### src/rtl/uart_pkg.sv
// Definitions shared by the UART transmitter and receiver: FSM state encoding
// and the 8N1 frame constants.
package uart_pkg;

    typedef enum logic [1:0] {
        IDLE  = 2'd0,
        START = 2'd1,
        DATA  = 2'd2,
        STOP  = 2'd3
    } uart_state_t;

    localparam logic START_BIT = 1'b0;
    localparam logic STOP_BIT  = 1'b1;
    localparam int   DATA_BITS = 8;

endpackage

### src/rtl/uart_baud_tick.sv
// Restartable bit-period counter. It emits a one-cycle tick in the last cycle
// of every bit and wraps to zero on that tick, so bit boundaries never drift.
module uart_baud_tick #(
    parameter int SYMBOL_EDGE_TIME = 1085,
    parameter int CNT_W            = $clog2(SYMBOL_EDGE_TIME) + 1
) (
    input  logic clk,
    input  logic rst,
    input  logic restart,
    input  logic enable,
    output logic tick
);

    localparam logic [CNT_W-1:0] LAST = CNT_W'(SYMBOL_EDGE_TIME - 1);

    logic [CNT_W-1:0] cnt;

    assign tick = enable && (cnt == LAST);

    always_ff @(posedge clk) begin
        if (rst || restart || tick || !enable) begin
            cnt <= '0;
        end else begin
            cnt <= cnt + 1'b1;
        end
    end

endmodule

### src/rtl/uart_transmitter.sv
// 8N1 UART transmitter with a valid/ready byte interface. serial_out is a
// registered output that idles high.
module uart_transmitter
    import uart_pkg::*;
#(
    parameter int CLOCK_FREQ = 125_000_000,
    parameter int BAUD_RATE  = 115_200
) (
    input  logic                 clk,
    input  logic                 rst,
    input  logic [DATA_BITS-1:0] data_in,
    input  logic                 data_in_valid,
    output logic                 data_in_ready,
    output logic                 serial_out
);

    localparam int SYMBOL_EDGE_TIME = CLOCK_FREQ / BAUD_RATE;
    localparam int CNT_W            = $clog2(SYMBOL_EDGE_TIME) + 1;
    localparam int IDX_W            = $clog2(DATA_BITS);
    localparam logic [IDX_W-1:0] LAST_IDX = IDX_W'(DATA_BITS - 1);

    uart_state_t          state;
    uart_state_t          state_next;
    logic [DATA_BITS-1:0] shift_reg;
    logic [IDX_W-1:0]     bit_idx;
    logic                 accept;
    logic                 tick;

    // Gated by rst so no byte can be accepted in a reset cycle.
    assign data_in_ready = (state == IDLE) && !rst;
    assign accept        = data_in_valid && data_in_ready;

    uart_baud_tick #(
        .SYMBOL_EDGE_TIME(SYMBOL_EDGE_TIME),
        .CNT_W           (CNT_W)
    ) u_baud_tick (
        .clk    (clk),
        .rst    (rst),
        .restart(accept),
        .enable (state != IDLE),
        .tick   (tick)
    );

    always_ff @(posedge clk) begin
        if (rst) begin
            state <= IDLE;
        end else begin
            state <= state_next;
        end
    end

    always_comb begin
        state_next = state;
        case (state)
            IDLE:    if (accept) state_next = START;
            START:   if (tick) state_next = DATA;
            DATA:    if (tick && (bit_idx == LAST_IDX)) state_next = STOP;
            STOP:    if (tick) state_next = IDLE;
            default: state_next = IDLE;
        endcase
    end

    // serial_out is updated on the same edge as the state change, so the line
    // level always matches the bit the FSM is currently timing.
    always_ff @(posedge clk) begin
        if (rst) begin
            serial_out <= STOP_BIT;
            bit_idx    <= '0;
        end else begin
            case (state)
                IDLE: begin
                    if (accept) begin
                        shift_reg  <= data_in;
                        serial_out <= START_BIT;
                        bit_idx    <= '0;
                    end else begin
                        serial_out <= STOP_BIT;
                    end
                end
                START: begin
                    if (tick) begin
                        serial_out <= shift_reg[0];
                        shift_reg  <= shift_reg >> 1;
                    end
                end
                DATA: begin
                    if (tick) begin
                        if (bit_idx == LAST_IDX) begin
                            serial_out <= STOP_BIT;
                            bit_idx    <= '0;
                        end else begin
                            serial_out <= shift_reg[0];
                            shift_reg  <= shift_reg >> 1;
                            bit_idx    <= bit_idx + 1'b1;
                        end
                    end
                end
                STOP: begin
                    serial_out <= STOP_BIT;
                end
                default: begin
                    serial_out <= STOP_BIT;
                end
            endcase
        end
    end

endmodule

### config.mk
export PLATFORM = sky130hd
export DESIGN_NAME = uart_transmitter
export DESIGN_NICKNAME = d
export VERILOG_FILES = /design/src/rtl/uart_pkg.sv /design/src/rtl/uart_baud_tick.sv /design/src/rtl/uart_transmitter.sv
export SDC_FILE = /design/constraint.sdc
export NUM_CORES = 1
export LEC_CHECK = 0
export CORE_MARGIN = 4
export CORE_UTILIZATION = 55
export DETAILED_ROUTE_END_ITERATION = 10
export PLACE_DENSITY_LB_ADDON = 0.12
export SLEW_MARGIN = 30
export SYNTH_ARGS = -nofsm -noshare
export SYNTH_HDL_FRONTEND = slang
export SYNTH_SLANG_ARGS = --single-unit
### constraint.sdc
create_clock -name clk -period 2 [get_ports clk]
set_input_delay 0.3 -clock clk [delete_from_list [all_inputs] [get_ports clk]]
set_output_delay 0.3 -clock clk [all_outputs]
set_load 0.03 [all_outputs]
==> Yosys cells after proc, flatten, opt, wreduce, memory -nomap -nowiden <==
Index checks and enable logic that the tools add are counted.
{ "totals": {"inputBits": 11, "rom_bits": 0, "mem_bits_rw": 0, "mem_count": 0, "ff_bits": 26, "latch_bits": 0} }
{ "classes": {"muxes": 19, "n_shift": 0, "order_cmp": 0, "mul": 0, "add_sub_neg": 2, "bitwise_logic": 1, "div": 0, "reduce_logical": 17, "n_eq_ne": 11} }
{ "ops": {"columns": ["cell", "count"], "rows": [
  ["two-way mux 8 bit", 4],
  ["one-hot mux 8 bit (3 select lines)", 1],
  ["adder 12 x 1 -> 12 bit (second input constant)", 1],
  ["equality test 12 x 11 -> 1 bit (second input constant)", 1],
  ["inequality test 2 bit (second input constant)", 5],
  ["two-way mux 3 bit", 3],
  ["two-way mux 2 bit", 4],
  ["one-hot mux 2 bit (4 select lines)", 1],
  ["one-hot mux 3 bit (2 select lines)", 1],
  ["AND reduction 6 bit", 1],
  ["equality test 2 bit (second input constant)", 2],
  ["logical AND 1 bit", 4],
  ["two-way mux 1 bit", 4],
  ["one-hot mux 1 bit (4 select lines)", 1],
  ["AND reduction 4 bit", 1],
  ["nonzero test 2 bit", 2],
  ["adder 3 x 1 -> 3 bit (second input constant)", 1],
  ["equality test 3 bit (second input constant)", 1],
  ["logical OR 1 bit", 3],
  ["AND reduction 3 bit", 1],
  ["nonzero test 3 bit", 1],
  ["equality test 2 x 1 -> 1 bit (second input constant)", 1],
  ["zero test 1 bit", 2],
  ["zero test 2 bit", 1],
  ["3 further kinds", 3]
]} }

==> Longest topological paths before layout <==
Gate-level depths: netlist of run 1.
{ "depth": {"ltp_word": 6, "ltp_mapped": 7, "depth_no_buf": 6} }

==> By module <==
Synthesis of run 1 repeated with hierarchy kept, for this count alone.
{ "unflattened": {"cells_unflattened": 130, "hier_area_um2": 1387.6} }
{ "modules_own_cells": {"columns": ["mod", "cells_each", "instances", "area_each_um2", "seq_area_each_um2"], "rows": [
  ["uart_transmitter", 66, 1, 787.0, 360.3],
  ["uart_baud_tick", 64, 1, 600.6, 240.2]
]} }

==> Worst setup path after synthesis of run 1 <==
OpenSTA, ideal clock, no wires.
{ "synth_timing": {"path_kind": "register -> register", "startpoint": "register state[0]", "endpoint": "register shift_reg[0] (enable)", "path_buffers": 0, "setup_slack_ns": 0.228, "path_stages_with_launch": 6, "t_required_ns": 1.670, "arrival_time_ns": 1.442, "period_less_slack_ns": 1.772, "path_cell_list": "dfxtp_1 -> inv_1 -> ha_1 -> nand4b_2 -> a21oi_1 -> o21a_1"} }
{ "synth_via": {"elab_chain_cells": 5, "word_cells_on_any_way": 13, "classes_between": "eq/ne: 6; reduce/logical: 7"} }
{ "synth_rtl": {"columns": ["element", "line", "rtl"], "rows": [
  ["start, declared", "uart_transmitter.sv:22", "uart_state_t state;"],
  ["start signal, assigned", "uart_transmitter.sv:48", "state <= state_next;"],
  ["zero test 2 bit", "uart_transmitter.sv:30, uart_transmitter.sv:70", null],
  ["logical AND 1 bit", "uart_transmitter.sv:30", "assign data_in_ready = (state == IDLE) && !rst;"],
  ["logical AND 1 bit", "uart_transmitter.sv:31", "assign accept = data_in_valid && data_in_ready;"],
  ["inequality test 2 x 1 -> 1 bit (no line)", null, null],
  ["AND reduction 6 bit (no line) (*)", null, null],
  ["end signal, assigned", "uart_transmitter.sv:73", "shift_reg <= data_in;"],
  ["end signal, assigned", "uart_transmitter.sv:83", "shift_reg <= shift_reg >> 1;"],
  ["end signal, assigned", "uart_transmitter.sv:93", "shift_reg <= shift_reg >> 1;"],
  ["end, declared", "uart_transmitter.sv:24", "logic [DATA_BITS-1:0] shift_reg;"]
]} }
Mark *: on every way between the ends. The rest lies on a longest branch, timed or not.
A chain may end at the register's enable or synchronous reset.

==> Worst setup path in the final report of run 1 <==
{ "layout_timing": {"startpoint": "register state[0]", "endpoint": "register shift_reg[6] (enable)"} }
The elaborated chain is that of the path after synthesis.

==> results.cfg, run 1 <==
[synth]
synthCells = 126
synth_top_area_share_pct = 26.8
synthDistinctLibCells = 37
yosys_register_bits = 26
synthArstFlopShare_pct = 0
synthTopCellsByArea = dfxtp_1, edfxtp_1, ha_1
synth_nets = 146
seq_area_frac_synth_pct = 44.7
synth_top_area_cell = dfxtp_1
synth_area_um2 = 1340
dominantRegCellSynth = dfxtp_1
yosys_warnings = 0
syn_area_per_cell_um2 = 10.7
synth_edf_count = 8

[die]
coreArea_um2 = 2280
fp.dieH_um = 57.4
row_count = 17
dieWidth_um = 57.4
io_pins = 13
initial_core_util_pct = 59.0
dieArea_um2 = 3300

[layout]
fillerInstances = 188
fin_nets = 163
area_growth_pct = 13.5
drive_gt1_share_pct = 14.8
largest_register_ffs = 12
n_antenna_cell = 0
final_cells = 170

[place]
dp.cells = 166
numPortBuffers = 12
hpwl_mm = 1.68
gp_congestion = 0.771

[timing]
worstMarginPinSlew_ps = 351
slew_viol_final = 0
finalCriticalPeriod_ps = 1890
fin_skew_ps = 8.78
setup_viol = 0
hold_viol_final = 0
finalCritPeriodShare_pct = 94.7
rsz0062_at_grt = false
fmax_mhz = 528
fin_tns_setup_ps = 0
relSlewSlack_pct = 76.6

[run]
max_cap_viol_count = 0

[clocking]
clock_latency_ps = 320
cts_resized = 0
cts_tree = built
cts-htree-levels = 1
cts_setup_buffers = 0
cts_root_buf = clkbuf_4
cts_buffers = 3
clk_path_buf_depth = 2
ctsHoldBuffers = 0
clk_pin_slew_ps = 140
clock_sinks = 26

[critical_path]
crit_type = flip-flop to flip-flop
crit_path_start_kind = flip-flop
crit_required_ps = 2000
r2r-start = state[0]
cp_data_arrival_time_ps = 1890
rrSetupSlack_ps = 110
r2r-end = shift_reg[6]
crit_path_end_kind = flip-flop
reg2reg_depth = 5
critPathMaxFanout = 8

[pwr]
peakVddDrop_mv = 0.758
power_density_nw_per_um2 = 1020
p_leak_uw = 0.000604

[global_routing]
grt_usage_pct = 13.7
grt_pass1_vias = 862
grt_pass1_wl_mm = 3.65
grt-ovfl-total = 0
grt_max_degree = 15
antenna_found_initial = 0

[min_path]
hold_class = flip-flop to flip-flop
whs_endpoint = u_baud_tick.cnt[0]
hp-start = u_baud_tick.cnt[0]
holdPathStages = 1

[routing]
avgViaCountPerCell = 5.48
vias = 931
avgRoutedWirePerCell_um = 13.0
drtIter0Drc = 17
antenna_left = 0
drtPass1Iterations = 4
route.detailed.drc = 0
wirelength_mm = 2.21

[run_status]
outcome = complete, no violations
-- how the worst max path moves through the flow --
stage / from / end / slack, ps / depth (start not counted)
floorplan: state[0] / shift_reg[0] / 230 / 5
global route: state[0] / shift_reg[6] / 5 / 5
CTS: state[0] / shift_reg[6] / 90 / 5
global placement: data_in_valid / shift_reg[7] / 180 / 4
detailed placement: rst / state[0] / 130 / 5
finish: state[0] / shift_reg[6] / 110 / 5
-- worst max-delay path, cell delays in order (launching register included) --
cell      delay [ps]
dfxtp_1          420
inv_1            110
ha_1             220
nand4b_2         280
a21oi_1          190
o21a_1           350
-- report_power, final --
part	switching [µW]	leakage, µW	internal (µW)	total, µW
combinational	311	0.000369	289	600
sequential	48.9	0.000221	676	725
clock	150	0.0000150	77.9	228
-- cell families (layout without fill, tap and decap cells) --
family | after synthesis | count (layout) | share of synthesized area, %
adder cells (fa/ha/maj) | 9 | 9 | 8.38
AND/OR/NAND/NOR | 43 | 43 | 19.0
multiplexers | 8 | 8 | 6.61
flip-flops | 26 | 26 | 44.7
buffers and inverters | 11 | 27 | 4.00
XOR/XNOR | 10 | 10 | 6.52
AO/OA/AOI/OAI | 19 | 19 | 10.8
-- Yosys cell counts, drive strengths merged (2+ instances only) --
master  number
xor2         8
dfxtp       18
nor2b        2
a21oi        2
ha           9
edfxtp       8
buf          3
nand4        3
o21ai        4
and3         4
nand3        5
o211ai       3
xnor2        2
inv          7
a211oi       3
mux2         7
nor2        15
nand2        7
-- per-stage QoR --
step | instance area, µm² | util [%] | total power (µW) | hold slack, ps | setup slack [ps]
2_1_floorplan | 1340 | - | 1190 | 433 | 228
3_3_place_gp | 1500 | 65.9 | 1320 | 451 | 181
3_5_place_dp | 1500 | 65.9 | 1340 | 459 | 134
4_1_cts | 1530 | 67.0 | 1580 | 492 | 93.8
5_1_grt | 1530 | 67.0 | 1670 | 511 | 4.92
6_report | 1530 | 67.0 | 1550 | 490 | 105
-- routing by layer --
metal  wire, µm  GRT usage [%]
met1       1080           18.2
met2       1040           22.7
met3         68           2.04
met4         17           4.64
met5          0              0
-- cells in the final DEF, fill, tap and decap left out, drive strengths merged, types with 4 or more instances in the layout --
cell and instances:
o21ai 4, and3 4, dfxtp 18, clkdlybuf4s50 11, nand3 5, clkbuf 4, nor2 15, edfxtp 8
inv 7, buf 5, mux2 7, xor2 8, ha 9, nand2 7
-- layout make-up --
class / instances / area [µm²] / share of cell area [%]
Clock buffer: 4 / 26.3 / 1.72
Inverter: 7 / 26.3 / 1.72
Multi-Input combinational cell: 89 / 689 / 45.2
Sequential cell: 26 / 601 / 39.4
Tap cell: 28 / 35.0 / 2.30
Timing Repair Buffer: 16 / 148 / 9.68
Note: power is estimated with default switching activity, not from simulation.
==> inputs of run 2 (changes only) <==
--- a/config.mk
+++ b/config.mk
@@ -6,10 +6,12 @@
 export NUM_CORES = 1
 export LEC_CHECK = 0
 export CORE_MARGIN = 4
-export CORE_UTILIZATION = 55
+export CORE_UTILIZATION = 61
 export DETAILED_ROUTE_END_ITERATION = 10
+export DONT_BUFFER_PORTS = 1
 export PLACE_DENSITY_LB_ADDON = 0.12
 export SLEW_MARGIN = 30
 export SYNTH_ARGS = -nofsm -noshare
 export SYNTH_HDL_FRONTEND = slang
 export SYNTH_SLANG_ARGS = --single-unit
+export TNS_END_PERCENT = 5
==> results.cfg, run 2 (same netlist as run 1, synthesis figures left out) <==
[run_status]
outcome = complete, no violations

[pwr]
peakVddDrop_mv = 0.897
clkPwrFrac_pct = 15.0
internal-power_uw = 1010
p_leak_uw = 0.000557
seq_power_share_pct = 49.0
p_sw_share_pct = 33.3
switching_power_uw = 502
power_density_nw_per_um2 = 1070
comb_power_share_pct = 36.0

[layout]
final_common_cell = dfxtp_1
largest_register_ffs = 12
fin_nets = 151
n_antenna_cell = 0
area_growth_pct = 4.66
fillerInstances = 168
design_area_um2 = 1410
drive_gt1_share_pct = 15.4
mostFrequentLayoutCells = dfxtp_1, nor2_1, ha_1, xor2_1, edfxtp_1

[clocking]
cts_setup_buffers = 0
clk_path_buf_depth = 2
clk_pin_slew_ps = 140
cts_buffers = 3
cts_root_buf = clkbuf_4
cts_resized = 0
cts_tree = built
clock_sinks = 26
cts-htree-levels = 1
ctsHoldBuffers = 0
clock_latency_ps = 310

[critical_path]
crit_type = flip-flop to flip-flop
reg2reg_depth = 5
cp_data_arrival_time_ps = 1800
slowest_stage = dfxtp_1
crit_path_start_kind = flip-flop
path_cells = inv_1 > ha_1 > buf_4 > a211oi_1 > o21a_1
crit_required_ps = 2010
rrSetupSlack_ps = 210
critPathMaxFanout = 8
crit_path_end_kind = flip-flop
r2r-end = shift_reg[1]
cpPeakStageDelay_ps = 420
r2r-start = state[1]

[place]
gp_congestion = 0.788
place_area_um2 = 1380
numPortBuffers = 0
hpwl_mm = 1.69
place_ws_ps = 220

[routing]
drtPass1Iterations = 4
wirelength_mm = 2.21
antenna_left = 0
avgRoutedWirePerCell_um = 14.1
drtIter0Drc = 15
route.detailed.drc = 0
vias = 915
avgViaCountPerCell = 5.83

[min_path]
hp-start = rst
holdPathStages = 1
whs_endpoint = state[0]
hold_class = input pin to flip-flop

[global_routing]
grt_usage_pct = 16.4
grt-ovfl-total = 0
grt_pass1_wl_mm = 3.62
grt_max_degree = 15
grt_pass1_vias = 867
antenna_found_initial = 0

[die]
dieArea_um2 = 3020
dieWidth_um = 54.9
fp.dieH_um = 54.9
io_pins = 13
initial_core_util_pct = 66.5
row_count = 16
coreArea_um2 = 2020

[timing]
fin_skew_ps = 6.34
setup_ws_ps = 206
relSlewSlack_pct = 75.8
fmax_mhz = 557
whs_ps = 37.9
rsz0062_at_grt = false
setup_viol = 0
hold_viol_final = 0
finalCritPeriodShare_pct = 89.7
slew_viol_final = 0
finalCriticalPeriod_ps = 1790
fin_tns_setup_ps = 0
worstMarginPinSlew_ps = 362

[run]
max_cap_viol_count = 0
==> run 2: changes by cell type in the layout (fill, tap and decap cells not counted), sizes merged <==
cell	delta
clkbuf	-1
clkdlybuf4s50	-11
buf	-1
clkinv	+1
==> run 2: per-stage QoR <==
stage | utilization [%] | cells | power, µW
after floorplan | - | 126 | 1190
after global placement | 68.3 | 153 | 1280
after detailed placement | 68.3 | 153 | 1300
after CTS | 69.6 | 157 | 1520
after global routing | 69.6 | 157 | 1620
final | 69.6 | 157 | 1510
==> run 2: worst max-delay path by stage <==
| stage | to | slack (ps) | from |
|---|---|---|---|
| final | shift_reg[1] | 210 | state[1] |
| after floorplan | shift_reg[0] | 230 | state[0] |
| after detailed placement | shift_reg[0] | 220 | u_baud_tick.cnt[1] |
| after global routing | shift_reg[0] | 70 | state[0] |
| after global placement | shift_reg[0] | 290 | state[1] |
| after CTS | shift_reg[0] | 210 | state[1] |
==> run 2: power groups by stage <==
| stage | combinational [µW] | clock (µW) | sequential, µW |
|---|---|---|---|
| 3_3_place_gp | 531 | 0 | 745 |
| 4_1_cts | 550 | 232 | 741 |
| 2_1_floorplan | 449 | 0 | 736 |
| 5_1_grt | 611 | 255 | 749 |
| 6_report | 543 | 226 | 740 |
| 3_5_place_dp | 550 | 0 | 752 |
==> run 2: final cells by class <==
| type | instances | area, µm² | area share, % |
|---|---|---|---|
| Multi-Input combinational cell | 89 | 689 | 49.0 |
| Sequential cell | 26 | 601 | 42.7 |
| Tap cell | 27 | 33.8 | 2.40 |
| Timing Repair Buffer | 4 | 30.0 | 2.14 |
| Inverter | 7 | 26.3 | 1.87 |
| Clock buffer | 3 | 22.5 | 1.60 |
| Clock inverter | 1 | 3.75 | 0.267 |
==> run 2: worst max-delay path: cells and delay by family, from the launching register on <==
kind	cells	cell delay (ps)
compound gates	2	620
fa+ha+maj	1	190
buf+inv	2	250
flops	1	420
==> run 2: layer usage <==
metal	GRT usage (%)	vias up	share of wire (%)
li1	-	459	-
met1	21.4	439	47
met2	27.6	17	48
met3	4.29	0	5.1
met4	2.83	0	0
met5	0	-	0
